[src/rtl/pa_fmau_mult_arb.sv]
// pa_fmau_mult_arb: two-requester round-robin arbiter in front of the shared
// 24x24 FMAU multiplier. Tracks the single EX2 result slot with back-pressure
// and flush, and sequences multiplier warm-up cycles when no result is in flight.
module pa_fmau_mult_arb #(
  parameter int WARM_CYCLES = 4
) (
  input  logic        forever_cpuclk,
  input  logic        cpurst,
  input  logic        r0_req,
  input  logic        r1_req,
  input  logic [23:0] r0_frac_a,
  input  logic [23:0] r0_frac_b,
  input  logic [23:0] r1_frac_a,
  input  logic [23:0] r1_frac_b,
  output logic        r0_gnt,
  output logic        r1_gnt,
  output logic [23:0] ex1_frac_0,
  output logic [23:0] ex1_frac_1,
  output logic        ctrl_dp_ex1_inst_pipe_down,
  output logic        ctrl_xx_ex1_warm_up,
  input  logic [47:0] ex2_mult_data,
  output logic        res_vld,
  output logic        res_id,
  output logic [47:0] res_data,
  input  logic        res_rdy,
  input  logic        warm_up_req,
  input  logic        flush
);

  localparam logic [1:0] ST_IDLE      = 2'd0;
  localparam logic [1:0] ST_WARM_WAIT = 2'd1;
  localparam logic [1:0] ST_WARM      = 2'd2;

  localparam logic [2:0] WARM_LOAD = 3'(WARM_CYCLES);

  logic [1:0] state_q, state_d;
  logic       ex2_vld_q, ex2_vld_d;
  logic       ex2_id_q, ex2_id_d;
  logic [2:0] warm_cnt_q, warm_cnt_d;
  // 0: r0 wins a tie, 1: r1 wins a tie
  logic       prio_q, prio_d;

  logic issue_ok;
  logic gnt0;
  logic gnt1;
  logic any_gnt;

  // Issue is allowed only when idle, not flushed, and the EX2 slot is free or
  // being drained this cycle. Reset is folded in so grants stay low during it.
  always_comb begin
    issue_ok = !cpurst && (state_q == ST_IDLE) && !flush && (!ex2_vld_q || res_rdy);
  end

  // Round-robin grant: the requester not granted last wins a tie.
  always_comb begin
    gnt0    = issue_ok && r0_req && (!r1_req || !prio_q);
    gnt1    = issue_ok && r1_req && (!r0_req ||  prio_q);
    any_gnt = gnt0 || gnt1;
  end

  // Operand mux to the shared multiplier, zero when nothing is issued.
  always_comb begin
    ex1_frac_0 = '0;
    ex1_frac_1 = '0;
    if (gnt0) begin
      ex1_frac_0 = r0_frac_a;
      ex1_frac_1 = r0_frac_b;
    end else if (gnt1) begin
      ex1_frac_0 = r1_frac_a;
      ex1_frac_1 = r1_frac_b;
    end
  end

  // Grant and multiplier control outputs.
  always_comb begin
    r0_gnt                     = gnt0;
    r1_gnt                     = gnt1;
    ctrl_dp_ex1_inst_pipe_down = any_gnt;
    ctrl_xx_ex1_warm_up        = (state_q == ST_WARM);
  end

  // Result port; product is masked while the slot is empty so outputs read
  // zero during and right after reset.
  always_comb begin
    res_vld  = ex2_vld_q;
    res_id   = ex2_id_q;
    res_data = ex2_vld_q ? ex2_mult_data : '0;
  end

  // Pointer moves only on a grant: after granting r0, r1 gets the next tie.
  always_comb begin
    prio_d = prio_q;
    if (any_gnt) begin
      prio_d = gnt0;
    end
  end

  // EX2 slot tracking: flush kills, a grant refills (even while draining),
  // an accept without a refill empties, otherwise hold.
  always_comb begin
    ex2_vld_d = ex2_vld_q;
    ex2_id_d  = ex2_id_q;
    if (flush) begin
      ex2_vld_d = 1'b0;
    end else if (any_gnt) begin
      ex2_vld_d = 1'b1;
      ex2_id_d  = gnt1;
    end else if (ex2_vld_q && res_rdy) begin
      ex2_vld_d = 1'b0;
    end
  end

  // Warm-up sequencer: wait for the EX2 slot to empty, then emit exactly
  // WARM_LOAD warm-up cycles; flush does not abort the sequence.
  always_comb begin
    state_d    = state_q;
    warm_cnt_d = warm_cnt_q;
    case (state_q)
      ST_IDLE: begin
        if (warm_up_req) begin
          state_d = ST_WARM_WAIT;
        end
      end
      ST_WARM_WAIT: begin
        if (!ex2_vld_q) begin
          state_d    = ST_WARM;
          warm_cnt_d = WARM_LOAD;
        end
      end
      ST_WARM: begin
        warm_cnt_d = warm_cnt_q - 3'd1;
        if (warm_cnt_q == 3'd1) begin
          state_d = ST_IDLE;
        end
      end
      default: begin
        state_d    = ST_IDLE;
        warm_cnt_d = '0;
      end
    endcase
  end

  // State registers with asynchronous active-high reset.
  always_ff @(posedge forever_cpuclk or posedge cpurst) begin
    if (cpurst) begin
      state_q    <= ST_IDLE;
      ex2_vld_q  <= 1'b0;
      ex2_id_q   <= 1'b0;
      warm_cnt_q <= '0;
      prio_q     <= 1'b0;
    end else begin
      state_q    <= state_d;
      ex2_vld_q  <= ex2_vld_d;
      ex2_id_q   <= ex2_id_d;
      warm_cnt_q <= warm_cnt_d;
      prio_q     <= prio_d;
    end
  end

endmodule

[config.mk]
export PLATFORM = sky130hd
export DESIGN_NAME = pa_fmau_mult_arb
export DESIGN_NICKNAME = d
export VERILOG_FILES = /design/src/rtl/pa_fmau_mult_arb.sv
export SDC_FILE = /design/constraint.sdc
export NUM_CORES = 1
export LEC_CHECK = 0
export ABC_AREA = 0
export CAP_MARGIN = 25
export CORE_AREA = 2 2 97 99
export DETAILED_ROUTE_END_ITERATION = 6
export DIE_AREA = 0 0 99 101
export GPL_TIMING_DRIVEN = 0
export PLACE_DENSITY_LB_ADDON = 0.3
export SLEW_MARGIN = 30
export SYNTH_ARGS = -nofsm -noshare
export SYNTH_HDL_FRONTEND = slang
export SYNTH_SLANG_ARGS = --single-unit
[constraint.sdc]
create_clock -name forever_cpuclk -period 2.1 [get_ports forever_cpuclk]
set_input_delay 0.42 -clock forever_cpuclk [delete_from_list [all_inputs] [get_ports forever_cpuclk]]
set_output_delay 0.42 -clock forever_cpuclk [all_outputs]
set_load 0.01 [all_outputs]
# == After elaboration in Yosys (flattened, before gate mapping) ==
# Cells that the tools add are included.
# totals
regBits,8
in_bits,151
out_inout_bits,102
word_cells,51
# classes
n_addsub,1
eq_ne,6
mux,14
n_bitwise,2
n_reduce_logical,23
# ops
op,count
$mux 24,4
$mux 48,1
$pmux 3 s3,1
$logic_and 1x1->1,8
$logic_not 1->1,6
$mux 2,3
$pmux 2 s3,1
$logic_or 1x1->1,4
$ne 2x2->1 const B,2
$reduce_and 2->1,2
$eq 3x1->1 const B,1
$mux 1,3
$mux 3,1
$reduce_and 3->1,1
$reduce_bool 3->1,1
$sub 3x1->3 const B,1
$eq 2x1->1 const B,1
$eq 2x2->1 const B,1
$logic_not 2->1,1
$ne 2x1->1 const B,1
$not 1->1,2

# == Longest topological paths before layout ==
# Gate-level depths: netlist of run 1.
# logic_depth
ltp_word,9
depth_mapped,7
ltp_nobuf,5

# == Worst setup path after synthesis of run 1 ==
# Ideal clock, no wire load.
# synth_timing
path_kind,reg2out
startpoint,register state_q[0]
endpoint,output port r0_gnt
t_arrival_ns,1.590
t_required_ns,1.680
path_slack_ns,0.090
stages_incl_launch_ff,8
n_path_buf,2
cell_sequence,dfrtp_1 > inv_1 > ha_1 > nand2b_1 > or3_1 > buf_6 > buf_6 > nor2_1
# synth_between
elab_chain_cells,6
# synth_lines
item,line,rtl
start: declaration,36,"logic [1:0] state_q, state_d;"
start signal: assignment,152,state_q <= state_d;
$logic_not 2->1,51,issue_ok = !cpurst && (state_q == ST_IDLE) && !flush && (!ex2_vld_q || res_rdy);
$logic_and 1x1->1 (3 in series),51,
$logic_and 1x1->1 (2 in series),56,gnt0 = issue_ok && r0_req && (!r1_req || !prio_q);
end: declaration,15,"output logic r0_gnt,"
# Every way passes these cells.

# == Worst setup path after layout of run 1 ==
# layout_timing
startpoint,input port flush
endpoint,output port ex1_frac_1[12]
# layout_between
elab_chain_cells,7
word_cells_on_any_way,9
cone_classes,2 x mux; 7 x reduce/logical
# layout_lines
item,line,rtl
start: declaration,27,input logic flush
$logic_not 1->1 (*),51,
$logic_and 1x1->1 (*) (2 in series),51,
$logic_and 1x1->1 (2 in series),57,gnt1 = issue_ok && r1_req && (!r0_req || prio_q);
$mux 24,68,end else if (gnt1) begin
$mux 24 (*),65,if (gnt0) begin
end: declaration,18,"output logic [23:0] ex1_frac_1,"
# Mark *: on every way between the ends. The rest lies on a longest branch, timed or not.

==> results of run 1 <==
report_power, final:
part	switching (uW)	internal [uW]	leakage [uW]	total (uW)
clock	63.0	124	0.0000216	187
sequential	55.0	223	0.000101	278
combinational	831	1020	0.00221	1850
total	949	1370	0.00234	2320
sequential cells by signal, indices dropped and copies added (netlist names):
signal and count:
res_vld 1, prio_q 1, state_q 2, res_id 1
warm_cnt_q 3
through the flow:
step | util (%) | setup TNS (ns) | cells | area [um^2] | hold WS [ns]
final | 51.9 | -6.84 | 652 | 4660 | 0.292
after global routing | 51.9 | -9.42 | 652 | 4660 | 0.329
after CTS | 50.3 | -8.48 | 648 | 4510 | 0.305
after detailed placement | 49.8 | -43.80 | 635 | 4470 | 0.475
after global placement | 49.8 | -42.65 | 635 | 4470 | 0.461
after floorplan | - | 0 | 273 | 1820 | 0.236
repair_timing:
item	in CTS	in global routing
resized for setup	259	38
setup buffers	9	3
setup endpoints to repair	99	85
pin swaps	2	2
gates cloned	2	2
metal layers:
layer	routed length, um	vias to the layer above	global-route usage [%]
met5	0	-	0
met4	45	0	2.11
met3	602	4	2.70
met2	5140	115	33.2
met1	3990	1296	20.9
li1	-	1458	-
critical path, cell delays in order:
cell and delay [ns]:
clkdlybuf4s50_1 0.48, or3_4 0.52, buf_8 0.19, a21oi_2 0.09
buf_2 0.14
path summary, 6_finish.rpt:
kind                                 start        endpoint  slack [ns]
setup / recovery                     flush  ex1_frac_1[12]       -0.17
hold / removal                      cpurst      state_q[1]        0.29
setup reg to reg                state_q[1]      state_q[1]        0.32
hold reg to reg              warm_cnt_q[1]   warm_cnt_q[1]        0.49
max in group asynchronous           cpurst         res_vld        1.55
min in group forever_cpuclk  warm_cnt_q[1]   warm_cnt_q[1]        0.49
cell families (layout without fill, tap and decap cells):
| logic type | Yosys count | after routing | share of synthesized area, % |
|---|---|---|---|
| AND/OR/NAND/NOR | 160 | 161 | 43.9 |
| flip-flops | 8 | 8 | 11.0 |
| buffers and inverters | 35 | 302 | 10.2 |
| adder cells (fa/ha/maj) | 7 | 7 | 4.80 |
| multiplexers | 2 | 2 | 1.24 |
| AO/OA/AOI/OAI | 61 | 61 | 28.9 |
synthesized netlist by cell type:
cell / number / area [um^2]
a21bo_2: 1 / 10.0
a21boi_2: 1 / 11.3
a21o_1: 2 / 15.0
a21oi_1: 1 / 5.00
a21oi_2: 48 / 420
a222oi_1: 1 / 10.0
a32o_1: 1 / 10.0
and2_1: 48 / 300
buf_2: 4 / 20.0
buf_4: 1 / 7.51
buf_6: 6 / 67.6
clkbuf_1: 17 / 63.8
dfrtp_1: 8 / 200
ha_1: 7 / 87.6
inv_1: 7 / 26.3
mux2_2: 2 / 22.5
nand2_1: 52 / 195
nand2b_1: 3 / 18.8
nand3_1: 48 / 240
nor2_1: 3 / 11.3
nor2_2: 1 / 6.26
nor2b_1: 1 / 6.26
nor3_1: 2 / 10.0
nor4_1: 1 / 6.26
o21ai_0: 1 / 5.00
o21ba_2: 1 / 10.0
o21bai_1: 1 / 7.51
o22a_1: 1 / 8.76
o22ai_1: 1 / 6.26
o31ai_1: 1 / 7.51
or3_1: 1 / 6.26
cell type report:
type / count / area [um^2]
fill: 866 / 4320
multi-input combinational: 231 / 1510
inverter: 7 / 26.3
timing repair buffer: 266 / 2470
sequential: 8 / 201
tap: 111 / 139
clock buffer: 3 / 41.3
buffer: 26 / 262
==> impl_results.md, run 1 <==
* Pre-CTS WS at -0.936 ns
* Critical Path RT at 1.68 ns
* Seq/Total Area, Yosys at 11.0%
* Final Max Tran Viols at 0
* Post-DRT Antenna Nets at 0
* Core Region at ~9000 um^2
* Mapped cell area at approximately 1800 um^2
* RSZ-0062 raised after global routing: yes
* Crit Path Class: input pin to output pin
* Clock skew at 0.00244 ns
* Area Growth Syn to Fin at 155%
* Routed WL per cell at 15.0 um
* Hold Violations, Final at 0
* Ratio of cells with drive above 1 in the final layout at between 20% and 30%
* Net count, final at 701
* Vias in the first global route at ~2,800
* Worst Setup Slack, final at -0.171 ns
* Final setup violation count at 50
* Via count at approximately 2,900
* Worst-path clk slew at 0.04 ns
* Netlist cell types at 31
* Total number of yosys warnings at 0
* Largest net degree at the start of global routing at 11
* Effective utilization at floorplan at 20.3%
* RD Place Congestion at 0.904
* Total power at ~2300 uW
* Syn avg cell area at 6.68 um^2
* Die width at 99 um
* Peak supply drop at 600 uV
* 1st-iter DRT viols at 35
* Root Buffer: clkbuf_8
* Die Height at 101 um
* Worst setup SP type: input pin
* Num CTS Buffers at 3
* Status: complete, but fails checks
* CTS sink count at 8
* Number of optimization iterations in the first detailed-route pass at 4
* Relative slew slack at roughly 70%
* Period utilization at 108%
* Fmax at 0.440 GHz
* Reg2reg path depth at 5
* Clk_lat worst skew at 0.23 ns
* Fin crit period at about 2.3 ns
* CTS tree: built
* Die area at approximately 10000 um^2
* Static leakage at 0.00234 uW
* CTS H-Tree Depth at 1
* Synth Instances at 273
* IO Count at 253
* WP data arrival at between 1.5 and 2 ns
* # rows at 35
* Crit Path Max Fanout at 10
* DR DRC count at 0
* Pwr/cell area at 497 nW/um^2
* Synthesis-stage register bit count at 8
* Via/cell ratio at between 4 and 5
* Largest buffer count on any clock path at 2
* Hold_buf cts at 0
* Worst min path class: input pin to async pin
* Commonest non-fill, non-tap cell in the layout: clkdlybuf4s50_1
* I/O Buffers at 251
* Initial antenna violation count at 0
* Number of max-cap violations at 0
* Violated checks: setup timing
* Net Count, Synth at 431
* WL final at 9770 um
* Measured slew at the worst slew-check pin at between 0.4 and 0.5 ns
* CP endpoint kind: output pin
* Total gr overflow at 0
* First-pass GRT wire length at 14,200 um
* Antenna diodes at 0
* Post-DP HPWL at 7760 um
* Most frequent cells in the layout: clkdlybuf4s50_1, nand2_1, buf_2
* Total track usage at ~17%
Power figures use the tool's default switching activity.
==> inputs of run 2 (changes only) <==
--- a/config.mk
+++ b/config.mk
@@ -8,6 +8,7 @@
 export ABC_AREA = 0
 export CAP_MARGIN = 25
 export CORE_AREA = 2 2 97 99
+export CTS_CLUSTER_DIAMETER = 80
 export DETAILED_ROUTE_END_ITERATION = 6
 export DIE_AREA = 0 0 99 101
 export GPL_TIMING_DRIVEN = 0
==> results of run 2 <==
The final DEF is identical to that of run 1; final timing and power are the same.
==> RTL edit, RTL diff (flow settings as in run 1) <==
Reset style: synchronous (`cpurst`), changed in one clocked block. Comments in the files are not updated.
--- a/src/rtl/pa_fmau_mult_arb.sv
+++ b/src/rtl/pa_fmau_mult_arb.sv
@@ -142,5 +142,5 @@
 
   // State registers with asynchronous active-high reset.
-  always_ff @(posedge forever_cpuclk or posedge cpurst) begin
+  always_ff @(posedge forever_cpuclk) begin
     if (cpurst) begin
       state_q    <= ST_IDLE;
Formal check against the unedited RTL: differs if cpurst is asserted again (counterexample within 4 cycles, from zero or initial values and one cycle with cpurst high); with cpurst held inactive, the same outputs for 10 cycles.
==> RTL edit against run 1 <==
  * The run still ends with setup timing left
  * Synthesized area up 7.9%
  * Worst setup slack better by 120 ps
  * Wire length up 26%
  * Cell area up 6.7%
  * Utilization up 3.5 points
  * First-iteration DRC count rose to 3.7 times the old value
  * Power down 9.8%
  * Maximum frequency up 5.7%
  * Sequential cell count unchanged
  * Via count up 20%
  * Worst hold slack better by 160 ps
  * Sequential share of layout area down 0.93 points
  * Count of clock-buffer cells in the layout unchanged
  * Critical endpoint is now ex1_frac_1[16]
  * Highest routed layer unchanged
==> RTL edit: results (changes against run 1) <==
status: complete, but fails checks (unchanged)
slowest cell on the critical path: clkdlybuf4s50_1 (was or3_4)
vias per cell: 5.15 (was 4.41)
Yosys cell types: 28 (was 31)
setup_tns: -559 ps (was -6840 ps)
clk buf depth: 2 (unchanged)
via count of the first global-routing pass: 3,369 (was 2,814)
Placer Congestion: 0.869 (was 0.904)
Max Fanout on Critical Path: 7 (was 10)
Initial DRC Count: 130 (was 35)
syn nets: 452 (was 431)
Max Clock Skew: 1.87 ps (was 2.44 ps)
CTS Root Cell: clkbuf_8 (unchanged)
Final setup violation count: 32 (was 50)
DR WL/cell: 18.4 um (was 15.0 um)
Layout Nets: 720 (was 701)
worst slew pin tran: 579 ps (was 465 ps)
Worst EP arrival: 1730 ps (was 1850 ps)
Final Hold Viols: 0 (unchanged)
first-pass GRT wire length: 17.7 mm (was 14.2 mm)
r2r setup slk: 450 ps (was 320 ps)
Hold Path Class: reg -> reg (was in -> async)
share of cells above drive strength 1: 27.7% (was 28.5%)
Placement Cell Area: 4610 sq um (was 4470 sq um)
Port Buffers: 250 (was 251)
failing checks: setup timing (unchanged)
Slowest Stage Delay on Critical Path: 470 ps (was 520 ps)
Synth top cells by count: 96 x o211ai_1, 53 x a21oi_1, 48 x and2_1 (was 52 x nand2_1, 48 x a21oi_2, 48 x and2_1, 48 x nand3_1, 17 x clkbuf_1)
leakage: 0.00186 uW (was 0.00234 uW)
GRT Util Overall: 21.6% (was 17.3%)
register area share after synthesis: 8.14% (was 11.0%)
Async SR Flop Fraction: 0% (was 100%)
top_reg_cell synth: dfxtp_1 (was dfrtp_1)
final setup margin: -48.2 ps (was -171 ps)
synth top area cells: o211ai_1 37%, and2_1 15%, a21oi_1 13%, dfxtp_1 8.1%, clkbuf_1 5.3% (was a21oi_2 23%, and2_1 16%, nand3_1 13%, dfrtp_1 11%, nand2_1 11%)
[RTL edit: final cells by class]
class                   count  area, sq um
plain buffers              44          280
clock buffers               3         41.3
fillers                   863         4010
inverters                   8         32.5
multi-input cells         235         1870
flip-flops and latches      8          169
well taps                 111          139
repair buffers            262         2440
[RTL edit: repair_timing]
| action | 4_1_cts | 5_1_grt |
|---|---|---|
| endpoints found under the setup margin | 99 | 86 |
| pin swaps | 3 | 2 |
| buffers inserted | 3 | 4 |
| gates cloned | 2 | 4 |
| endpoints found under the hold margin | 0 | 0 |
| resized for setup | 245 | 83 |
[RTL edit: logic make-up (layout without fill, tap and decap cells)]
kind of cell | Yosys count | in the layout | share of synthesized area, %
AND/OR/NAND/NOR | 67 | 68 | 21.4
XOR/XNOR | 1 | 1 | 0.445
multiplexers | 2 | 2 | 1.02
flip-flops | 8 | 8 | 8.14
buffers and inverters | 52 | 317 | 11.5
adder cells (fa/ha/maj) | 7 | 7 | 4.45
AO/OA/AOI/OAI | 157 | 157 | 53.1
[RTL edit: path summary, 6_finish.rpt]
kind	start	to	cells after the start
worst max-delay path	res_rdy	ex1_frac_1[16]	6
worst min-delay path	warm_cnt_q[1]	warm_cnt_q[1]	2
worst max register to register	state_q[0]	state_q[0]	4
worst min register to register	warm_cnt_q[1]	warm_cnt_q[1]	2
[RTL edit: metrics by stage]
stage / cells / total power (uW) / setup WS (ps) / hold slack, ps / util [%]
floorplan: 294 / 809 / 308 / 430 / -
global placement: 655 / 1550 / -806 / 443 / 51.3
detailed placement: 655 / 1570 / -812 / 455 / 51.3
CTS: 663 / 1840 / -88.8 / 460 / 50.9
global route: 671 / 2240 / -108 / 471 / 55.4
finish: 671 / 2090 / -48.2 / 453 / 55.4
[RTL edit: layer usage]
layer | GRT usage (%) | vias to the layer above | part of all wire [%]
met5 | 0 | - | 0
met4 | 6.11 | 0 | 2.3
met3 | 4.09 | 21 | 7.7
met2 | 39.2 | 172 | 50
met1 | 25.8 | 1607 | 40
li1 | - | 1653 | -
[RTL edit: where the power goes]
part	internal [uW]	leakage (uW)	switching [uW]
sequential	189	0.0000669	32.7
clock	125	0.0000216	64.4
combinational	909	0.00177	768
[RTL edit: worst reg2reg max path: cells and delay by family (launching register included)]
family / cells / cell delay (ps)
fa+ha+maj: 1 / 220
mux: 1 / 270
buf+inv: 1 / 130
flops: 1 / 350
compound gates: 1 / 580
